$ cat src/rtl/pipe_hazard_ctrl_pkg.sv
// Shared encodings for the miniRV hazard controller: write-back selects,
// forwarding selects, controller states and the register-match rule.
package pipe_pkg;

    localparam int unsigned REG_W = 5;

    localparam logic [2:0] WB_ALU   = 3'd0;
    localparam logic [2:0] WB_DRAM  = 3'd1;
    localparam logic [2:0] WB_PC4   = 3'd2;
    localparam logic [2:0] WB_IMM   = 3'd3;
    localparam logic [2:0] WB_PCIMM = 3'd4;

    localparam logic [1:0] FWD_RF  = 2'b00;
    localparam logic [1:0] FWD_EXM = 2'b01;
    localparam logic [1:0] FWD_WB  = 2'b10;

    typedef enum logic [1:0] {
        ST_RUN        = 2'd0,
        ST_LOAD_STALL = 2'd1,
        ST_MEM_WAIT   = 2'd2
    } hz_state_e;

    // A writer hits a reader when it writes a non-zero register the reader uses.
    function automatic logic reg_match(input logic [REG_W-1:0] rd, input logic rd_we,
                                       input logic [REG_W-1:0] rs, input logic rs_used);
        return (rd != '0) && (rd == rs) && rd_we && rs_used;
    endfunction

endpackage

$ cat src/rtl/pipe_hazard_ctrl_if.sv
// Pipeline-to-hazard-controller signal bundle; master is the pipeline side.
interface pipe_hazard_ctrl_if;

    logic [4:0] id_rs1_i;
    logic [4:0] id_rs2_i;
    logic       id_use_rs1_i;
    logic       id_use_rs2_i;
    logic [4:0] idex_wR_i;
    logic       idex_rf_we_i;
    logic [2:0] idex_wb_sel_i;
    logic [4:0] exm_wR_i;
    logic       exm_rf_we_i;
    logic [2:0] exm_wb_sel_i;
    logic       exm_dram_we_i;
    logic       exm_null_i;
    logic [4:0] wb_wR_i;
    logic       wb_rf_we_i;
    logic       ex_branch_taken_i;
    logic       dram_ready_i;
    logic        pc_stall_o;
    logic        ifid_stall_o;
    logic        idex_stall_o;
    logic        exm_stall_o;
    logic        ifid_flush_o;
    logic        idex_flush_o;
    logic [1:0]  fwd_a_o;
    logic [1:0]  fwd_b_o;
    logic        mem_err_o;
    logic [31:0] stall_cnt_o;

    modport master (
        output id_rs1_i, id_rs2_i, id_use_rs1_i, id_use_rs2_i,
               idex_wR_i, idex_rf_we_i, idex_wb_sel_i,
               exm_wR_i, exm_rf_we_i, exm_wb_sel_i, exm_dram_we_i, exm_null_i,
               wb_wR_i, wb_rf_we_i, ex_branch_taken_i, dram_ready_i,
        input  pc_stall_o, ifid_stall_o, idex_stall_o, exm_stall_o,
               ifid_flush_o, idex_flush_o, fwd_a_o, fwd_b_o, mem_err_o, stall_cnt_o
    );

    modport slave (
        input  id_rs1_i, id_rs2_i, id_use_rs1_i, id_use_rs2_i,
               idex_wR_i, idex_rf_we_i, idex_wb_sel_i,
               exm_wR_i, exm_rf_we_i, exm_wb_sel_i, exm_dram_we_i, exm_null_i,
               wb_wR_i, wb_rf_we_i, ex_branch_taken_i, dram_ready_i,
        output pc_stall_o, ifid_stall_o, idex_stall_o, exm_stall_o,
               ifid_flush_o, idex_flush_o, fwd_a_o, fwd_b_o, mem_err_o, stall_cnt_o
    );

endinterface

$ cat src/rtl/pipe_hazard_ctrl_fwd_unit.sv
// EX operand forwarding select for one source register; EX/DMEM beats DMEM/WB,
// and a load still in EX/DMEM cannot forward (its data is not yet read).
module fwd_unit
    import pipe_pkg::*;
(
    input  logic [REG_W-1:0] rs,
    input  logic             rs_used,
    input  logic [REG_W-1:0] exm_wr,
    input  logic             exm_rf_we,
    input  logic [2:0]       exm_wb_sel,
    input  logic             exm_null,
    input  logic [REG_W-1:0] wb_wr,
    input  logic             wb_rf_we,
    output logic [1:0]       sel_c
);

    always_comb begin
        sel_c = FWD_RF;
        if (reg_match(exm_wr, exm_rf_we, rs, rs_used) && (exm_wb_sel != WB_DRAM) && !exm_null) begin
            sel_c = FWD_EXM;
        end else if (reg_match(wb_wr, wb_rf_we, rs, rs_used)) begin
            sel_c = FWD_WB;
        end
    end

endmodule

$ cat src/rtl/pipe_hazard_ctrl.sv
// Hazard controller for the five-stage miniRV pipeline: memory-wait and
// load-use stalls, branch flushes, EX forwarding selects and a stall counter.
module pipe_hazard_ctrl
    import pipe_pkg::*;
#(
    parameter int unsigned LOAD_USE_BUBBLES = 1,
    parameter int unsigned MEM_TIMEOUT      = 255
) (
    input logic         clk_i,
    input logic         rst_n_i,
    pipe_hazard_ctrl_if.slave hz
);

    localparam int unsigned BCNT_W = 2;
    localparam int unsigned TCNT_W = 8;
    localparam int unsigned SCNT_W = 32;
    localparam logic [BCNT_W-1:0] BUBBLE_RELOAD = BCNT_W'(LOAD_USE_BUBBLES - 1);
    localparam logic [TCNT_W-1:0] TIMEOUT_LIM   = TCNT_W'(MEM_TIMEOUT);

    hz_state_e          state_q, state_d, act_st;
    logic [BCNT_W-1:0]  bcnt_q, bcnt_d;
    logic [TCNT_W-1:0]  tcnt_q, tcnt_d;
    logic               mem_err_q, mem_err_d;
    logic [SCNT_W-1:0]  stall_cnt_q;
    logic               mem_acc, mem_hold, load_use;
    logic               pc_stall, ifid_stall, idex_stall, exm_stall;
    logic               ifid_flush, idex_flush;
    logic [1:0]         fwd_a, fwd_b;

    fwd_unit u_fwd_a (
        .rs(hz.id_rs1_i), .rs_used(hz.id_use_rs1_i),
        .exm_wr(hz.exm_wR_i), .exm_rf_we(hz.exm_rf_we_i), .exm_wb_sel(hz.exm_wb_sel_i),
        .exm_null(hz.exm_null_i), .wb_wr(hz.wb_wR_i), .wb_rf_we(hz.wb_rf_we_i), .sel_c(fwd_a)
    );

    fwd_unit u_fwd_b (
        .rs(hz.id_rs2_i), .rs_used(hz.id_use_rs2_i),
        .exm_wr(hz.exm_wR_i), .exm_rf_we(hz.exm_rf_we_i), .exm_wb_sel(hz.exm_wb_sel_i),
        .exm_null(hz.exm_null_i), .wb_wr(hz.wb_wR_i), .wb_rf_we(hz.wb_rf_we_i), .sel_c(fwd_b)
    );

    assign mem_acc  = !hz.exm_null_i && (hz.exm_dram_we_i || (hz.exm_wb_sel_i == WB_DRAM));
    assign load_use = (hz.idex_wb_sel_i == WB_DRAM) &&
                      (reg_match(hz.idex_wR_i, hz.idex_rf_we_i, hz.id_rs1_i, hz.id_use_rs1_i) ||
                       reg_match(hz.idex_wR_i, hz.idex_rf_we_i, hz.id_rs2_i, hz.id_use_rs2_i));
    assign mem_hold = !hz.dram_ready_i && ((state_q == ST_MEM_WAIT) || mem_acc);
    // On the ready cycle a pre-empted load-use stall picks up where it left off.
    assign act_st   = (state_q == ST_MEM_WAIT) ? ((bcnt_q != '0) ? ST_LOAD_STALL : ST_RUN)
                                               : state_q;

    always_comb begin
        state_d    = state_q;
        bcnt_d     = bcnt_q;
        tcnt_d     = '0;
        mem_err_d  = mem_err_q;
        pc_stall   = 1'b0;
        ifid_stall = 1'b0;
        idex_stall = 1'b0;
        exm_stall  = 1'b0;
        ifid_flush = 1'b0;
        idex_flush = 1'b0;
        if (!rst_n_i) begin
            ifid_flush = 1'b1;
            idex_flush = 1'b1;
        end else if (mem_hold) begin
            pc_stall   = 1'b1;
            ifid_stall = 1'b1;
            idex_stall = 1'b1;
            exm_stall  = 1'b1;
            if (state_q == ST_MEM_WAIT) begin
                tcnt_d = tcnt_q + TCNT_W'(1);
                if (tcnt_d == TIMEOUT_LIM) begin
                    mem_err_d = 1'b1;
                    state_d   = ST_RUN;
                    bcnt_d    = '0;
                    tcnt_d    = '0;
                end
            end else begin
                state_d = ST_MEM_WAIT;
            end
        end else if (hz.ex_branch_taken_i) begin
            ifid_flush = 1'b1;
            idex_flush = 1'b1;
            state_d    = ST_RUN;
            bcnt_d     = '0;
        end else if (act_st == ST_LOAD_STALL) begin
            pc_stall   = 1'b1;
            ifid_stall = 1'b1;
            idex_flush = 1'b1;
            bcnt_d     = bcnt_q - BCNT_W'(1);
            state_d    = (bcnt_d != '0) ? ST_LOAD_STALL : ST_RUN;
        end else if (load_use) begin
            pc_stall   = 1'b1;
            ifid_stall = 1'b1;
            idex_flush = 1'b1;
            bcnt_d     = BUBBLE_RELOAD;
            state_d    = (BUBBLE_RELOAD != '0) ? ST_LOAD_STALL : ST_RUN;
        end else begin
            state_d = ST_RUN;
        end
    end

    always_ff @(posedge clk_i) begin
        if (!rst_n_i) begin
            state_q     <= ST_RUN;
            bcnt_q      <= '0;
            tcnt_q      <= '0;
            mem_err_q   <= 1'b0;
            stall_cnt_q <= '0;
        end else begin
            state_q     <= state_d;
            bcnt_q      <= bcnt_d;
            tcnt_q      <= tcnt_d;
            mem_err_q   <= mem_err_d;
            stall_cnt_q <= stall_cnt_q + SCNT_W'(pc_stall);
        end
    end

    assign hz.pc_stall_o   = pc_stall;
    assign hz.ifid_stall_o = ifid_stall;
    assign hz.idex_stall_o = idex_stall;
    assign hz.exm_stall_o  = exm_stall;
    assign hz.ifid_flush_o = ifid_flush;
    assign hz.idex_flush_o = idex_flush;
    assign hz.fwd_a_o      = rst_n_i ? fwd_a : FWD_RF;
    assign hz.fwd_b_o      = rst_n_i ? fwd_b : FWD_RF;
    assign hz.mem_err_o    = mem_err_q;
    assign hz.stall_cnt_o  = stall_cnt_q;

endmodule

$ cat src/flat_wrapper.sv
// flat-port wrapper written by rule: the top's interface ports become plain ports
module pipe_hazard_ctrl_flat import pipe_pkg::*;
#(
    parameter int unsigned LOAD_USE_BUBBLES = 1,
    parameter int unsigned MEM_TIMEOUT      = 255
)
  (clk_i, rst_n_i, hz_id_rs1_i, hz_id_rs2_i, hz_id_use_rs1_i, hz_id_use_rs2_i, hz_idex_wR_i, hz_idex_rf_we_i, hz_idex_wb_sel_i, hz_exm_wR_i, hz_exm_rf_we_i, hz_exm_wb_sel_i, hz_exm_dram_we_i, hz_exm_null_i, hz_wb_wR_i, hz_wb_rf_we_i, hz_ex_branch_taken_i, hz_dram_ready_i, hz_pc_stall_o, hz_ifid_stall_o, hz_idex_stall_o, hz_exm_stall_o, hz_ifid_flush_o, hz_idex_flush_o, hz_fwd_a_o, hz_fwd_b_o, hz_mem_err_o, hz_stall_cnt_o);
  pipe_hazard_ctrl_if hz_i ();
  input logic clk_i;
  input logic rst_n_i;
  input wire logic [$bits(hz_i.id_rs1_i)-1:0] hz_id_rs1_i;
  input wire logic [$bits(hz_i.id_rs2_i)-1:0] hz_id_rs2_i;
  input wire logic [$bits(hz_i.id_use_rs1_i)-1:0] hz_id_use_rs1_i;
  input wire logic [$bits(hz_i.id_use_rs2_i)-1:0] hz_id_use_rs2_i;
  input wire logic [$bits(hz_i.idex_wR_i)-1:0] hz_idex_wR_i;
  input wire logic [$bits(hz_i.idex_rf_we_i)-1:0] hz_idex_rf_we_i;
  input wire logic [$bits(hz_i.idex_wb_sel_i)-1:0] hz_idex_wb_sel_i;
  input wire logic [$bits(hz_i.exm_wR_i)-1:0] hz_exm_wR_i;
  input wire logic [$bits(hz_i.exm_rf_we_i)-1:0] hz_exm_rf_we_i;
  input wire logic [$bits(hz_i.exm_wb_sel_i)-1:0] hz_exm_wb_sel_i;
  input wire logic [$bits(hz_i.exm_dram_we_i)-1:0] hz_exm_dram_we_i;
  input wire logic [$bits(hz_i.exm_null_i)-1:0] hz_exm_null_i;
  input wire logic [$bits(hz_i.wb_wR_i)-1:0] hz_wb_wR_i;
  input wire logic [$bits(hz_i.wb_rf_we_i)-1:0] hz_wb_rf_we_i;
  input wire logic [$bits(hz_i.ex_branch_taken_i)-1:0] hz_ex_branch_taken_i;
  input wire logic [$bits(hz_i.dram_ready_i)-1:0] hz_dram_ready_i;
  output wire logic [$bits(hz_i.pc_stall_o)-1:0] hz_pc_stall_o;
  output wire logic [$bits(hz_i.ifid_stall_o)-1:0] hz_ifid_stall_o;
  output wire logic [$bits(hz_i.idex_stall_o)-1:0] hz_idex_stall_o;
  output wire logic [$bits(hz_i.exm_stall_o)-1:0] hz_exm_stall_o;
  output wire logic [$bits(hz_i.ifid_flush_o)-1:0] hz_ifid_flush_o;
  output wire logic [$bits(hz_i.idex_flush_o)-1:0] hz_idex_flush_o;
  output wire logic [$bits(hz_i.fwd_a_o)-1:0] hz_fwd_a_o;
  output wire logic [$bits(hz_i.fwd_b_o)-1:0] hz_fwd_b_o;
  output wire logic [$bits(hz_i.mem_err_o)-1:0] hz_mem_err_o;
  output wire logic [$bits(hz_i.stall_cnt_o)-1:0] hz_stall_cnt_o;
  assign hz_i.id_rs1_i = hz_id_rs1_i;
  assign hz_i.id_rs2_i = hz_id_rs2_i;
  assign hz_i.id_use_rs1_i = hz_id_use_rs1_i;
  assign hz_i.id_use_rs2_i = hz_id_use_rs2_i;
  assign hz_i.idex_wR_i = hz_idex_wR_i;
  assign hz_i.idex_rf_we_i = hz_idex_rf_we_i;
  assign hz_i.idex_wb_sel_i = hz_idex_wb_sel_i;
  assign hz_i.exm_wR_i = hz_exm_wR_i;
  assign hz_i.exm_rf_we_i = hz_exm_rf_we_i;
  assign hz_i.exm_wb_sel_i = hz_exm_wb_sel_i;
  assign hz_i.exm_dram_we_i = hz_exm_dram_we_i;
  assign hz_i.exm_null_i = hz_exm_null_i;
  assign hz_i.wb_wR_i = hz_wb_wR_i;
  assign hz_i.wb_rf_we_i = hz_wb_rf_we_i;
  assign hz_i.ex_branch_taken_i = hz_ex_branch_taken_i;
  assign hz_i.dram_ready_i = hz_dram_ready_i;
  assign hz_pc_stall_o = hz_i.pc_stall_o;
  assign hz_ifid_stall_o = hz_i.ifid_stall_o;
  assign hz_idex_stall_o = hz_i.idex_stall_o;
  assign hz_exm_stall_o = hz_i.exm_stall_o;
  assign hz_ifid_flush_o = hz_i.ifid_flush_o;
  assign hz_idex_flush_o = hz_i.idex_flush_o;
  assign hz_fwd_a_o = hz_i.fwd_a_o;
  assign hz_fwd_b_o = hz_i.fwd_b_o;
  assign hz_mem_err_o = hz_i.mem_err_o;
  assign hz_stall_cnt_o = hz_i.stall_cnt_o;
  pipe_hazard_ctrl #(.LOAD_USE_BUBBLES(LOAD_USE_BUBBLES), .MEM_TIMEOUT(MEM_TIMEOUT)) u_core (.clk_i(clk_i), .rst_n_i(rst_n_i), .hz(hz_i));
endmodule
$ cat config.mk
export PLATFORM = sky130hd
export DESIGN_NAME = pipe_hazard_ctrl_flat
export DESIGN_NICKNAME = d
export VERILOG_FILES = /design/src/rtl/pipe_hazard_ctrl_pkg.sv /design/src/rtl/pipe_hazard_ctrl_if.sv /design/src/rtl/pipe_hazard_ctrl_fwd_unit.sv /design/src/rtl/pipe_hazard_ctrl.sv /design/src/flat_wrapper.sv
export SDC_FILE = /design/constraint.sdc
export NUM_CORES = 1
export LEC_CHECK = 0
export ABC_AREA = 1
export CAP_MARGIN = 5
export CORE_ASPECT_RATIO = 0.7
export CORE_MARGIN = 5
export CORE_UTILIZATION = 52
export DETAILED_ROUTE_END_ITERATION = 6
export PLACE_DENSITY = 0.89
export SYNTH_ARGS = -nofsm -noshare
export SYNTH_HDL_FRONTEND = slang
export SYNTH_SLANG_ARGS = --single-unit
$ cat constraint.sdc
create_clock -name clk_i -period 4.01 [get_ports clk_i]
set_input_delay 0.802 -clock clk_i [delete_from_list [all_inputs] [get_ports clk_i]]
set_output_delay 0.802 -clock clk_i [all_outputs]
set_load 0.02 [all_outputs]
======== Word-level counts from Yosys, hierarchy flattened ========
Cells that the tools add are included.
cells by class
  add/subtract/negate cells ............... 3
  bitwise gates (word level) .............. 3
  equality and inequality tests ........... 15
  multiplexer cells ....................... 32
  reductions and logical operators ........ 39
operators with widths
  cell                                                   count
  2-to-1 mux 2 bit                                       17
  adder 32 x 1 -> 32 bit                                 1
  equality test 5 bit                                    6
  logical AND 1 bit                                      25
  2-to-1 mux 1 bit                                       15
  nonzero test 5 bit                                     3
  adder 8 x 1 -> 8 bit, second input constant            1
  equality test 8 bit, second input constant             1
  equality test 3 x 1 -> 1 bit, second input constant    2
  AND reduction 3 bit                                    2
  inequality test 2 bit, second input constant           2
  nonzero test 2 bit                                     2
  nonzero test 4 bit                                     1
  OR reduction 4 bit                                     1
  logical OR 1 bit                                       3
  inequality test 3 x 1 -> 1 bit, second input constant  1
  inequality test 3 bit, second input constant           1
  NOT 1 bit                                              3
  equality test 2 x 1 -> 1 bit, second input constant    1
  equality test 2 bit, second input constant             1
  zero test 1 bit                                        2
  subtractor 2 x 1 -> 2 bit, second input constant       1
word-level totals
  output and inout bits ................... 43
  register bits ........................... 45
  bits of input ports ..................... 42
  word-level logic and storage cells ...... 97

======== Logic depth before layout (Yosys ltp) ========
Gate-level depths: netlist of the first run.
  depth after elaboration ................. 12
  mapped depth ............................ 20
  mapped depth without buffers ............ 20

======== Modules after synthesis ========
A second synthesis of the first run with hierarchy kept.
second synthesis, totals
  cell total of the unflattened synthesis .. 513
  area, all modules ....................... 3151.8 µm²
by module, submodules not included
  module            cells each  instances  area an instance (µm²)  seq. area each (µm²)
  pipe_hazard_ctrl  391         1          2638.8                  900.9
  fwd_unit          61          2          256.5                   0.0

======== Worst setup path after synthesis of the first run ========
Ideal clock, no wire load.
  kind .................................... in2reg
  from .................................... input hz_exm_wb_sel_i[1]
  to ...................................... register u_core.stall_cnt_q[26], in the netlist u_core.hz.stall_cnt_o[26]
  cell stages on the path ................. 19
  data required time ...................... 3877 ps
  buffers on the path ..................... 0
  path slack .............................. 438 ps
  library setup time ...................... 133 ps
  arrival time ............................ 3438 ps
  cells stage by stage .................... nand3b_1 > nand2_1 > nand2_1 > nand2_1 > nand2_1 > inv_1 > o21ai_0 > a31oi_1 > ha_1 > ha_1 > nand2_1 > inv_2 > nand2_2 > nor2_4 > nand4_4 > nor2_4 > nand2_2 > nor3_1 > nor3b_2
on the way
  word-level cells in the longest chain between the ends .. 8
ends and longest elaborated chain
  element                         RTL line                 RTL
  start: declaration              flat_wrapper.sv:20       input wire logic [$bits(hz_i.exm_wb_sel_i)-1:0] hz_exm_wb_sel_i;
  equality test 3 x 1 -> 1 bit    pipe_hazard_ctrl.sv:42   assign mem_acc = !hz.exm_null_i && (hz.exm_dram_we_i || (hz.exm_wb_sel_i == WB_DRAM));
  logical OR 1 bit                pipe_hazard_ctrl.sv:42
  logical AND 1 bit               pipe_hazard_ctrl.sv:42
  logical OR 1 bit                pipe_hazard_ctrl.sv:46   assign mem_hold = !hz.dram_ready_i && ((state_q == ST_MEM_WAIT) || mem_acc);
  logical AND 1 bit               pipe_hazard_ctrl.sv:46
  2-to-1 mux 1 bit (2 in series)  -
  named net hz_ifid_stall_o       flat_wrapper.sv:28       output wire logic [$bits(hz_i.ifid_stall_o)-1:0] hz_ifid_stall_o;
  adder 32 x 1 -> 32 bit          pipe_hazard_ctrl.sv:115  stall_cnt_q <= stall_cnt_q + SCNT_W'(pc_stall);
  end signal: assignment          pipe_hazard_ctrl.sv:115
  end: declaration                pipe_hazard_ctrl.sv:24   logic [SCNT_W-1:0] stall_cnt_q;
The timed path passes the listed nets, and every way through them passes these cells.
A chain may end at the register's enable or synchronous reset.

======== Final worst setup path of the first run ========
  from .................................... input hz_exm_wb_sel_i[1]
  to ...................................... output hz_ifid_stall_o
on the way
  word-level cells in the longest chain between the ends .. 7
ends and longest elaborated chain
  element                       RTL line                RTL
  equality test 3 x 1 -> 1 bit  pipe_hazard_ctrl.sv:42
  logical OR 1 bit              pipe_hazard_ctrl.sv:42
  logical AND 1 bit             pipe_hazard_ctrl.sv:42
  logical OR 1 bit              pipe_hazard_ctrl.sv:46
  logical AND 1 bit             pipe_hazard_ctrl.sv:46
  2-to-1 mux 1 bit              pipe_hazard_ctrl.sv:65  end else if (mem_hold) begin
  2-to-1 mux 1 bit              pipe_hazard_ctrl.sv:62  if (!rst_n_i) begin
  end: declaration              flat_wrapper.sv:28
No other way between the ends.

==> out/results.txt, run 1 <==
Sum Neg Setup Slack = 0 ps
met2 Use GR = 0.3673
num ports = 85
Slew Limit Headroom = 0.6556
Post-synth EDFFs = 0
final setup fails = 0
IO Port Bufs = 84
Final Max Slew Viols = 0
initial DRC count = 280
critical path arrival = 2950 ps
setup slack, reg-to-reg = 1200 ps
GPL Wtd Cong = 0.9935
Final HPWL DP = 7129 um
Placed Cells = 596
global-route met3 utilization = 0.04585
VDD IR-drop max = 0.0001838 V
met1 usage = 0.3497
Routed WL = 8592 um
synthesized instance count = 441
Hold Path Sink = u_core.hz.stall_cnt_o[31]
Placement Setup Slack = 163.1 ps
async set-reset flop share out of synthesis = 0
ANT cells = 0
Final Instance Area = 0.003974 mm2
vias in the first global route = 2,971
Initial Utilization = 0.5258
min Tclk post-route = 3747 ps
Worst Path Required = 3210 ps
number of cells on the worst reg-to-reg path = 16
post-CTS setup buffer count = 0
GRT busiest layer = met2
final clock skew = 7.031 ps
unrepaired setup endpoints after global routing = false
Post-Syn Area = 0.002950 mm2
CTS tree = built
Hold Crit Class = reg -> reg
most frequent cells in the layout = 84 x clkdlybuf4s50_1, 82 x nand2_1, 69 x inv_1
Resize count post-CTS = 0
DP Area = 0.003862 mm2
Worst-Margin Slew = 515.0 ps
first-pass GRT wire length = 14,120 um
CP Capture Type = output pin
Num CTS Buffers = 5
Area growth syn-to-layout = 34.69%
Synth cell types = 43
Synth Area per Inst = 6.690 um2
# hold bufs at CTS = 0
tightest hold margin = 488.0 ps
Initial DRT Pass Iterations = 4
# DRC = 0
power per cell area = 234.9 mW/mm2
Final ANT Viol Nets = 0
FP Rows = 23
ratio of cells with drive above 1 in the final layout = 0.07561
Die Ht = 73.02 um
CP Launch Type = primary input
setup slack after layout = 263.0 ps
Clock H-tree levels = 2
Worst Min Path Start = u_core.hz.stall_cnt_o[31]
die area = 0.007304 mm2
total track usage = 0.2406
dominant synthesized flop cell = dfxtp_1
crit path kind = in -> out
Static Leak = 1.533 nW
largest net degree at the start of global routing = 25
Routed WL per cell = 14.23 um
r2r startpoint = u_core.bcnt_q[0]
Worst R2R End = u_core.hz.stall_cnt_o[24]
Worst-path clk slew = 90 ps
GR Overflow Total = 0
antenna violations before repair = 0
Critical Path Fanout Max = 4
worst-skew pair later-pin latency = 300 ps
Mapped Nets = 489
Hold Path Stages = 2
max cap viols = 0
CTS sink count = 45
period utilization = 0.9344
Yosys warnings = 0
FF+latch count, synth = 45
FMAX = 266.9 MHz
status = finished clean
commonest non-fill, non-tap cell in the layout = clkdlybuf4s50_1
Final Hold Vio Count = 0
sequential-to-total area share from yosys stat = 0.3053
number of vias per cell = 5.296
routed vias = 3,199
Die X = 100.0 um
CTS max path bufs = 2
root buf cell = clkbuf_8
Net count, final = 576
CORE AREA = 0.005612 mm2
Finished Layout Cells = 604
layout make-up:
| class | count | area, um2 |
|---|---|---|
| multi-input cells | 319 | 1745 |
| fillers | 479 | 1638 |
| flip-flops and latches | 45 | 900.9 |
| repair buffers | 86 | 855.8 |
| inverters | 71 | 266.5 |
| well taps | 75 | 93.84 |
| clock buffers | 6 | 72.57 |
| clock inverters | 2 | 38.79 |
worst max-delay path by stage:
stage,start,to,slack (ps),cells after the start
detailed placement,hz_exm_wb_sel_i[1],u_core.hz.stall_cnt_o[30],160,20
CTS,hz_exm_wb_sel_i[1],hz_ifid_stall_o,240,10
global placement,hz_exm_wb_sel_i[1],u_core.hz.stall_cnt_o[14],260,20
floorplan,hz_exm_wb_sel_i[1],u_core.hz.stall_cnt_o[26],440,19
global route,hz_exm_wb_sel_i[1],hz_ifid_stall_o,50,10
finish,hz_exm_wb_sel_i[1],hz_ifid_stall_o,260,10
synthesized netlist by cell type (all sizes together) (7+ instances only):
cell / n / area (um2)
nor2: 66 / 292.8
nand4: 16 / 115.1
nor4: 8 / 56.30
nand3: 25 / 137.6
nor3: 22 / 120.1
inv: 71 / 266.5
o21ai: 23 / 115.1
dfxtp: 45 / 900.9
xor2: 9 / 78.83
nand2: 91 / 369.1
xnor2: 10 / 87.58
a21oi: 18 / 93.84
nor3b: 7 / 72.57
report_power, final:
group | switching, mW | internal, mW | total (mW)
Sequential | 0.00178 | 0.449 | 0.451
Clock | 0.158 | 0.187 | 0.345
Combinational | 0.0694 | 0.0684 | 0.138
Total | 0.229 | 0.705 | 0.933
per-stage QoR:
step	util	total power, mW
after floorplan	-	0.5251
after global placement	0.6883	0.5975
after detailed placement	0.6883	0.5986
after CTS	0.7081	0.9384
after global routing	0.7081	0.9654
final	0.7081	0.9334
layer usage:
layer	vias to the layer above	wire [um]
met5	-	0
met4	0	106
met3	12	680
met2	126	3719
met1	1458	4085
li1	1603	-
cell families after synthesis:
group | synth area share
simple gates | 0.4097
buf+inv | 0.1031
compound gates | 0.1001
flops | 0.3053
xor+xnor | 0.05640
fa+ha+maj | 0.02544
sequential cells by signal, indices dropped and copies added (netlist names):
signal,count
u_core.bcnt_q,2
u_core.hz.mem_err_o,1
u_core.hz.stall_cnt_o,32
u_core.state_q,2
u_core.tcnt_q,8
critical path: stages:
cell and delay (ps):
clkdlybuf4s50_1 390, nand3b_1 230, nand2_1 90, nand2_1 60, nand2_1 60, nand2_1 100
inv_1 100, o21ai_0 110, a31oi_1 300, clkdlybuf4s50_1 690
Power figures use the tool's default switching activity.
==> inputs of run 2 (changes only) <==
--- a/config.mk
+++ b/config.mk
@@ -15,3 +15,4 @@
 export SYNTH_ARGS = -nofsm -noshare
 export SYNTH_HDL_FRONTEND = slang
 export SYNTH_SLANG_ARGS = --single-unit
+export TNS_END_PERCENT = 30
==> results of run 2 <==
Same layout as run 1: the final DEF is identical, and so are final timing and power.
